<file path="config.mk">
export PLATFORM = sky130hd
export DESIGN_NAME = rt_mem_preloader
export DESIGN_NICKNAME = d
export VERILOG_FILES = /design/src/rtl/rt_mem_preloader.sv
export SDC_FILE = /design/constraint.sdc
export NUM_CORES = 1
export LEC_CHECK = 0
export CORE_AREA = 2 2 119 167
export CTS_BUF_LIST = sky130_fd_sc_hd__clkbuf_8
export CTS_CLUSTER_SIZE = 12
export DETAILED_ROUTE_END_ITERATION = 12
export DIE_AREA = 0 0 121 169
export SETUP_SLACK_MARGIN = 0.02
export SYNTH_ARGS = -nofsm -noshare
export SYNTH_HDL_FRONTEND = slang
export SYNTH_SLANG_ARGS = --single-unit
export TNS_END_PERCENT = 10
</file>
<file path="constraint.sdc">
create_clock -name clk_i -period 2.3 [get_ports clk_i]
set_input_delay 0.23 -clock clk_i [delete_from_list [all_inputs] [get_ports clk_i]]
set_output_delay 0.23 -clock clk_i [all_outputs]
set_load 0.01 [all_outputs]
</file>
<file path="src/rtl/rt_mem_preloader.sv">
// Firmware preloader: streams words into the data memory over port B, one acknowledged
// write per word, then hands port B back to the core and raises fetch enable.
module rt_mem_preloader #(
  parameter int DATA_WIDTH     = 32,
  parameter int ADDR_WIDTH     = 22,
  parameter int ADDR_STEP      = 4,
  parameter int CNT_WIDTH      = 16,
  parameter int FUNCT_WIDTH    = 3,
  parameter int TIMEOUT_CYCLES = 1024,
  parameter int DRAIN_CYCLES   = 3
) (
  input  logic                    clk_i,
  input  logic                    rst_ni,
  input  logic                    start_i,
  input  logic [ADDR_WIDTH-1:0]   base_addr_i,
  input  logic [CNT_WIDTH-1:0]    num_words_i,
  input  logic                    src_valid_i,
  input  logic [DATA_WIDTH-1:0]   src_data_i,
  output logic                    src_ready_o,
  input  logic                    core_en_i,
  input  logic                    core_we_i,
  input  logic [ADDR_WIDTH-1:0]   core_addr_i,
  input  logic [DATA_WIDTH-1:0]   core_wdata_i,
  input  logic [DATA_WIDTH/8-1:0] core_be_i,
  input  logic [FUNCT_WIDTH-1:0]  core_funct_i,
  input  logic                    core_we_funct_i,
  output logic                    core_rvalid_o,
  output logic                    mem_en_o,
  output logic                    mem_we_o,
  output logic [ADDR_WIDTH-1:0]   mem_addr_o,
  output logic [DATA_WIDTH-1:0]   mem_wdata_o,
  output logic [DATA_WIDTH/8-1:0] mem_be_o,
  output logic [FUNCT_WIDTH-1:0]  mem_funct_o,
  output logic                    mem_we_funct_o,
  input  logic                    mem_rvalid_i,
  output logic                    busy_o,
  output logic                    done_o,
  output logic                    error_o,
  output logic [CNT_WIDTH-1:0]    words_written_o,
  output logic                    fetch_enable_o
);

  localparam int TMR_W = (TIMEOUT_CYCLES > 1) ? $clog2(TIMEOUT_CYCLES) : 1;
  localparam int DRN_W = (DRAIN_CYCLES > 1) ? $clog2(DRAIN_CYCLES) : 1;
  localparam logic [CNT_WIDTH-1:0] CNT_ONE = 1;

  typedef enum logic [2:0] {IDLE, FETCH, REQ, WAIT, GAP, DRAIN, DONE, ERROR} state_t;

  // With no drain configured the loader skips straight to DONE.
  localparam state_t AFTER_LOAD = (DRAIN_CYCLES == 0) ? DONE : DRAIN;

  state_t                  state, state_nxt;
  logic [ADDR_WIDTH-1:0]   addr;
  logic [CNT_WIDTH-1:0]    num;
  logic [CNT_WIDTH-1:0]    count;
  logic [TMR_W-1:0]        timer;
  logic [DRN_W-1:0]        drain;
  logic [DATA_WIDTH-1:0]   word;
  logic                    accept;
  logic                    last;
  logic                    timeout;
  logic                    drain_end;

  assign accept          = src_ready_o & src_valid_i;
  assign last            = (count + CNT_ONE) == num;
  assign timeout         = timer == TMR_W'(TIMEOUT_CYCLES - 1);
  assign drain_end       = drain == DRN_W'(DRAIN_CYCLES - 1);
  assign words_written_o = count;

  always_ff @(posedge clk_i or negedge rst_ni) begin
    if (!rst_ni) state <= IDLE;
    else         state <= state_nxt;
  end

  always_comb begin
    state_nxt = state;
    case (state)
      IDLE:    if (start_i) state_nxt = (num_words_i == '0) ? AFTER_LOAD : FETCH;
      FETCH:   if (accept) state_nxt = REQ;
      REQ:     state_nxt = WAIT;
      // rvalid is tested first so it wins over a simultaneous timeout
      WAIT:    if (mem_rvalid_i) state_nxt = GAP;
               else if (timeout) state_nxt = ERROR;
      GAP:     state_nxt = last ? AFTER_LOAD : FETCH;
      DRAIN:   if (drain_end) state_nxt = DONE;
      DONE:    state_nxt = DONE;
      ERROR:   state_nxt = ERROR;
      default: state_nxt = IDLE;
    endcase
  end

  always_comb begin
    busy_o         = 1'b0;
    src_ready_o    = 1'b0;
    done_o         = 1'b0;
    error_o        = 1'b0;
    fetch_enable_o = 1'b0;
    case (state)
      FETCH:              begin busy_o = 1'b1; src_ready_o = 1'b1; end
      REQ, WAIT, GAP, DRAIN: busy_o = 1'b1;
      DONE:               begin done_o = 1'b1; fetch_enable_o = 1'b1; end
      ERROR:              error_o = 1'b1;
      default:            ;
    endcase
    // Port B belongs to the loader while busy; core requests are dropped, not queued.
    if (busy_o) begin
      mem_en_o       = (state == REQ);
      mem_we_o       = 1'b1;
      mem_addr_o     = addr;
      mem_wdata_o    = word;
      mem_be_o       = '1;
      mem_funct_o    = '0;
      mem_we_funct_o = 1'b0;
      core_rvalid_o  = 1'b0;
    end else begin
      mem_en_o       = core_en_i;
      mem_we_o       = core_we_i;
      mem_addr_o     = core_addr_i;
      mem_wdata_o    = core_wdata_i;
      mem_be_o       = core_be_i;
      mem_funct_o    = core_funct_i;
      mem_we_funct_o = core_we_funct_i;
      core_rvalid_o  = mem_rvalid_i;
    end
  end

  always_ff @(posedge clk_i or negedge rst_ni) begin
    if (!rst_ni) begin
      addr  <= '0;
      num   <= '0;
      count <= '0;
      timer <= '0;
      drain <= '0;
    end else begin
      case (state)
        IDLE: if (start_i) begin
          addr  <= base_addr_i;
          num   <= num_words_i;
          count <= '0;
          drain <= '0;
        end
        REQ:   timer <= '0;
        WAIT:  timer <= timer + TMR_W'(1);
        GAP: begin
          count <= count + CNT_ONE;
          addr  <= addr + ADDR_WIDTH'(ADDR_STEP);
          drain <= '0;
        end
        DRAIN: drain <= drain + DRN_W'(1);
        default: ;
      endcase
    end
  end

  // Stream word holding register; pure data, so no reset.
  always_ff @(posedge clk_i) begin
    if (accept) word <= src_data_i;
  end

endmodule
</file>
==> metrics.cfg <==
[power_and_ir_drop]
pwr_density_cell_nw_per_um2 = 932
power_mw = 7.86
vdd_ir_drop_max_v = 0.000473
leakage_nw = 3.70

[setup_path]
setup.reg_to_reg.worst_slack_ns = 0.27
worst-path-max-fanout = 14
worstSetupPathType = reg -> out
setup_crit_start_kind = flop
crit-reg2reg-capture = state[2]
timing.critical_path.required_ns = 2.07
crit_arrival_ns = 1.95
worst_flop_to_flop_path_startpoint = words_written_o[4]
timing.critical_path.to_type = primary output
worstRegToRegCells = 6
worst_setup_path_startpoint = state[1]
critical_path.endpoint = fetch_enable_o

[sta]
hold_violations = 0
totalNegativeSetupSlack_ns = 0
max_slew_margin_pct = 55.1
fmax_mhz = 458
grt_setup_unrepaired = yes
timing.final.max_slew_violations = 0
timing.final.crit_share_pct = 94.9
skew_ns = 0.0160
report.final.setup_viol = 0
hold_slack_ns = 0.375
finalCriticalPeriod_ns = 2.18
worst-slew-pin-transition_ns = 0.673

[logic_synthesis]
ys_warn_count = 0
synth_largest_type_area_fraction_pct = 30.8
yosys.area_share.adder_pct = 0.892
synthXorXnorAreaFrac_pct = 3.90
post_synth_instance_area_um2 = 5610
yosys.cell_count.top_type = sky130_fd_sc_hd__nand2_1
yosys-top-cells-area = sky130_fd_sc_hd__dfrtp_1, sky130_fd_sc_hd__nand2_1, sky130_fd_sc_hd__edfxtp_1, sky130_fd_sc_hd__o21ai_0, sky130_fd_sc_hd__xnor2_1
synth_commonest_cells = sky130_fd_sc_hd__nand2_1, sky130_fd_sc_hd__dfrtp_1, sky130_fd_sc_hd__o21ai_0, sky130_fd_sc_hd__nor2_1, sky130_fd_sc_hd__edfxtp_1
syn-mean-instance-area_um2 = 8.11
postSynth.topFlopCell = sky130_fd_sc_hd__dfrtp_1
synth.area.mux_share_pct = 1.07
synth-simple-area-share_pct = 30.1
synth_fp_nets = 835
synth-seq-cells = 101
synth_async_sr_flop_share_pct = 68.3
synth.largest_area_cell = sky130_fd_sc_hd__dfrtp_1
synth_top_family_by_area = simple AND/OR/NAND/NOR gates
post_synth_num_cell_types = 51
synth_sequential_area_ratio_pct = 47.9
syn_inst = 692
number_of_enable_type_register_cells_in_the_synthesized_netlist = 32
synth_compound_gate_area_share_pct = 12.6

[drt]
routed_wl_um = 18600
route.antenna.remaining_nets = 0
viasPerCell = 4.80
routedWlPerCell_um = 15.8
drt_first_iter_violations = 274
count_of_tritonroute_iterations_in_the_first_routing_pass = 4
drt_drc_violations_left = 0
dr_total_vias = 5620

[final_layout]
area_growth_syn_to_layout_pct = 50.3
finalCoreUtilization_pct = 44.4
final_layout_net_count = 1061
stdcell_count = 1172
post_route_cells_drive_above_1_share_pct = 6.39
fillCellCount = 1905

[floorplan]
die_area_um2 = 20400
dieHeight_um = 169
rows = 60
die_width_um = 121
coreArea_um2 = 19000
io_pins = 225
initial_core_util_pct = 29.5

[flow_run]
maxCapViolations = 0

[clock_network]
clock_tree.buffer_depth = 2
clock-sinks = 101
htree_depth = 3
clockRootBuffer = sky130_fd_sc_hd__clkbuf_8
worst_skew_pair.late_latency_ns = 0.39
clock_pin_slew_on_the_worst_setup_and_hold_paths_ns = 0.10
cts-buffers-inserted = 9
tritoncts = done

[status]
run_status = completed

[min_path]
hold_path_class = in -> reg

[global_routing]
grt_first_pass_wirelength_um = 28500
grt_pass1_vias = 5319
pin_count_of_the_biggest_net_entering_global_routing = 57
antenna_violations_before_repair = 1
global_route.overflow_total = 0
track_usage_pct = 17.9

[place]
hpwl_um = 13700
count_of_buffers_inserted_at_the_top_level_ports = 224
routabilityCongestion = 0.883
place_inst = 1150

## logic make-up after synthesis
group / Yosys count
buffers and inverters: 49
AO/OA/AOI/OAI: 116
XOR/XNOR: 25
multiplexers: 6
flip-flops: 101
adder cells (fa/ha/maj): 4
AND/OR/NAND/NOR: 391
## sequential cells by signal, summed over array words and instances (netlist names)
register,count
word,32
num,16
drain,2
words_written_o,16
timer,10
addr,22
state,3
## critical path: stages (launching register included)
cell and delay [ns]:
sky130_fd_sc_hd__dfrtp_1 0.42, sky130_fd_sc_hd__buf_4 0.24, sky130_fd_sc_hd__inv_1 0.16, sky130_fd_sc_hd__nor3_4 0.19, sky130_fd_sc_hd__clkdlybuf4s50_1 0.57
## repair_timing
action                     4_1_cts  5_1_grt
setup buffers                    2        1
pin swaps                        0        1
setup endpoints to repair       62       34
resized for setup               63       13
cloned                           1        0
hold buffers                     1        0
hold endpoints to repair        25        0
## worst min path at each step
stage,startpoint,end,slack [ns],cells after the start
3_5_place_dp,rst_ni,drain[0],0.31,1
3_3_place_gp,rst_ni,drain[0],0.30,1
6_report,base_addr_i[1],addr[1],0.37,3
2_1_floorplan,rst_ni,addr[0],-0.07,0
4_1_cts,base_addr_i[1],addr[1],0.36,3
5_1_grt,src_data_i[21],word[21],0.37,1
## metal layers
metal | vias to the layer above | wire length, µm | share of wire [%] | GRT usage [%]
met5 | - | 0 | 0 | 0
met1 | 2633 | 7530 | 41 | 20.7
li1 | 2811 | - | - | -
met3 | 18 | 983 | 5.3 | 2.90
met2 | 158 | 9710 | 52 | 32.8
met4 | 0 | 342 | 1.8 | 6.37
## cell type report
cell class	instances	area (µm²)	area share, %
Tap cell	248	310	3.68
Antenna cell	1	2.50	0.0297
Inverter	11	43.8	0.519
Sequential cell	101	2690	31.9
Clock buffer	9	124	1.47
Clock inverter	7	51.3	0.608
Multi-Input combinational cell	542	2750	32.6
Timing Repair Buffer	253	2470	29.3
## per-stage QoR
step / cell area (µm²) / setup slack, ns
6_report: 8430 / 0.116
2_1_floorplan: 5610 / 0.0360
5_1_grt: 8430 / 0.0123
3_5_place_dp: 8240 / 0.228
4_1_cts: 8410 / 0.0307
3_3_place_gp: 8240 / 0.229
## report_power, final
part	leakage (nW)	switching (mW)	internal (mW)
Clock	0.0866	0.670	0.400
Combinational	2.46	2.12	1.99
Sequential	1.15	0.478	2.20
Total	3.70	3.27	4.59
## cells in the final DEF (no fill, tap or decap), types with 8 or more instances in the layout
| cell | instances |
|---|---|
| sky130_fd_sc_hd__o21ai_0 | 49 |
| sky130_fd_sc_hd__xor2_1 | 8 |
| sky130_fd_sc_hd__inv_1 | 10 |
| sky130_fd_sc_hd__buf_4 | 22 |
| sky130_fd_sc_hd__nand2_1 | 257 |
| sky130_fd_sc_hd__clkdlybuf4s50_1 | 158 |
| sky130_fd_sc_hd__dfrtp_1 | 69 |
| sky130_fd_sc_hd__nor3_1 | 17 |
| sky130_fd_sc_hd__clkbuf_8 | 9 |
| sky130_fd_sc_hd__dlygate4sd2_1 | 57 |
| sky130_fd_sc_hd__xnor2_1 | 17 |
| sky130_fd_sc_hd__a21oi_1 | 26 |
| sky130_fd_sc_hd__nand3_1 | 26 |
| sky130_fd_sc_hd__nand2b_1 | 8 |
| sky130_fd_sc_hd__nor2_1 | 37 |
| sky130_fd_sc_hd__edfxtp_1 | 32 |
| sky130_fd_sc_hd__nand4_1 | 10 |
(Power assumes the default switching activity.)
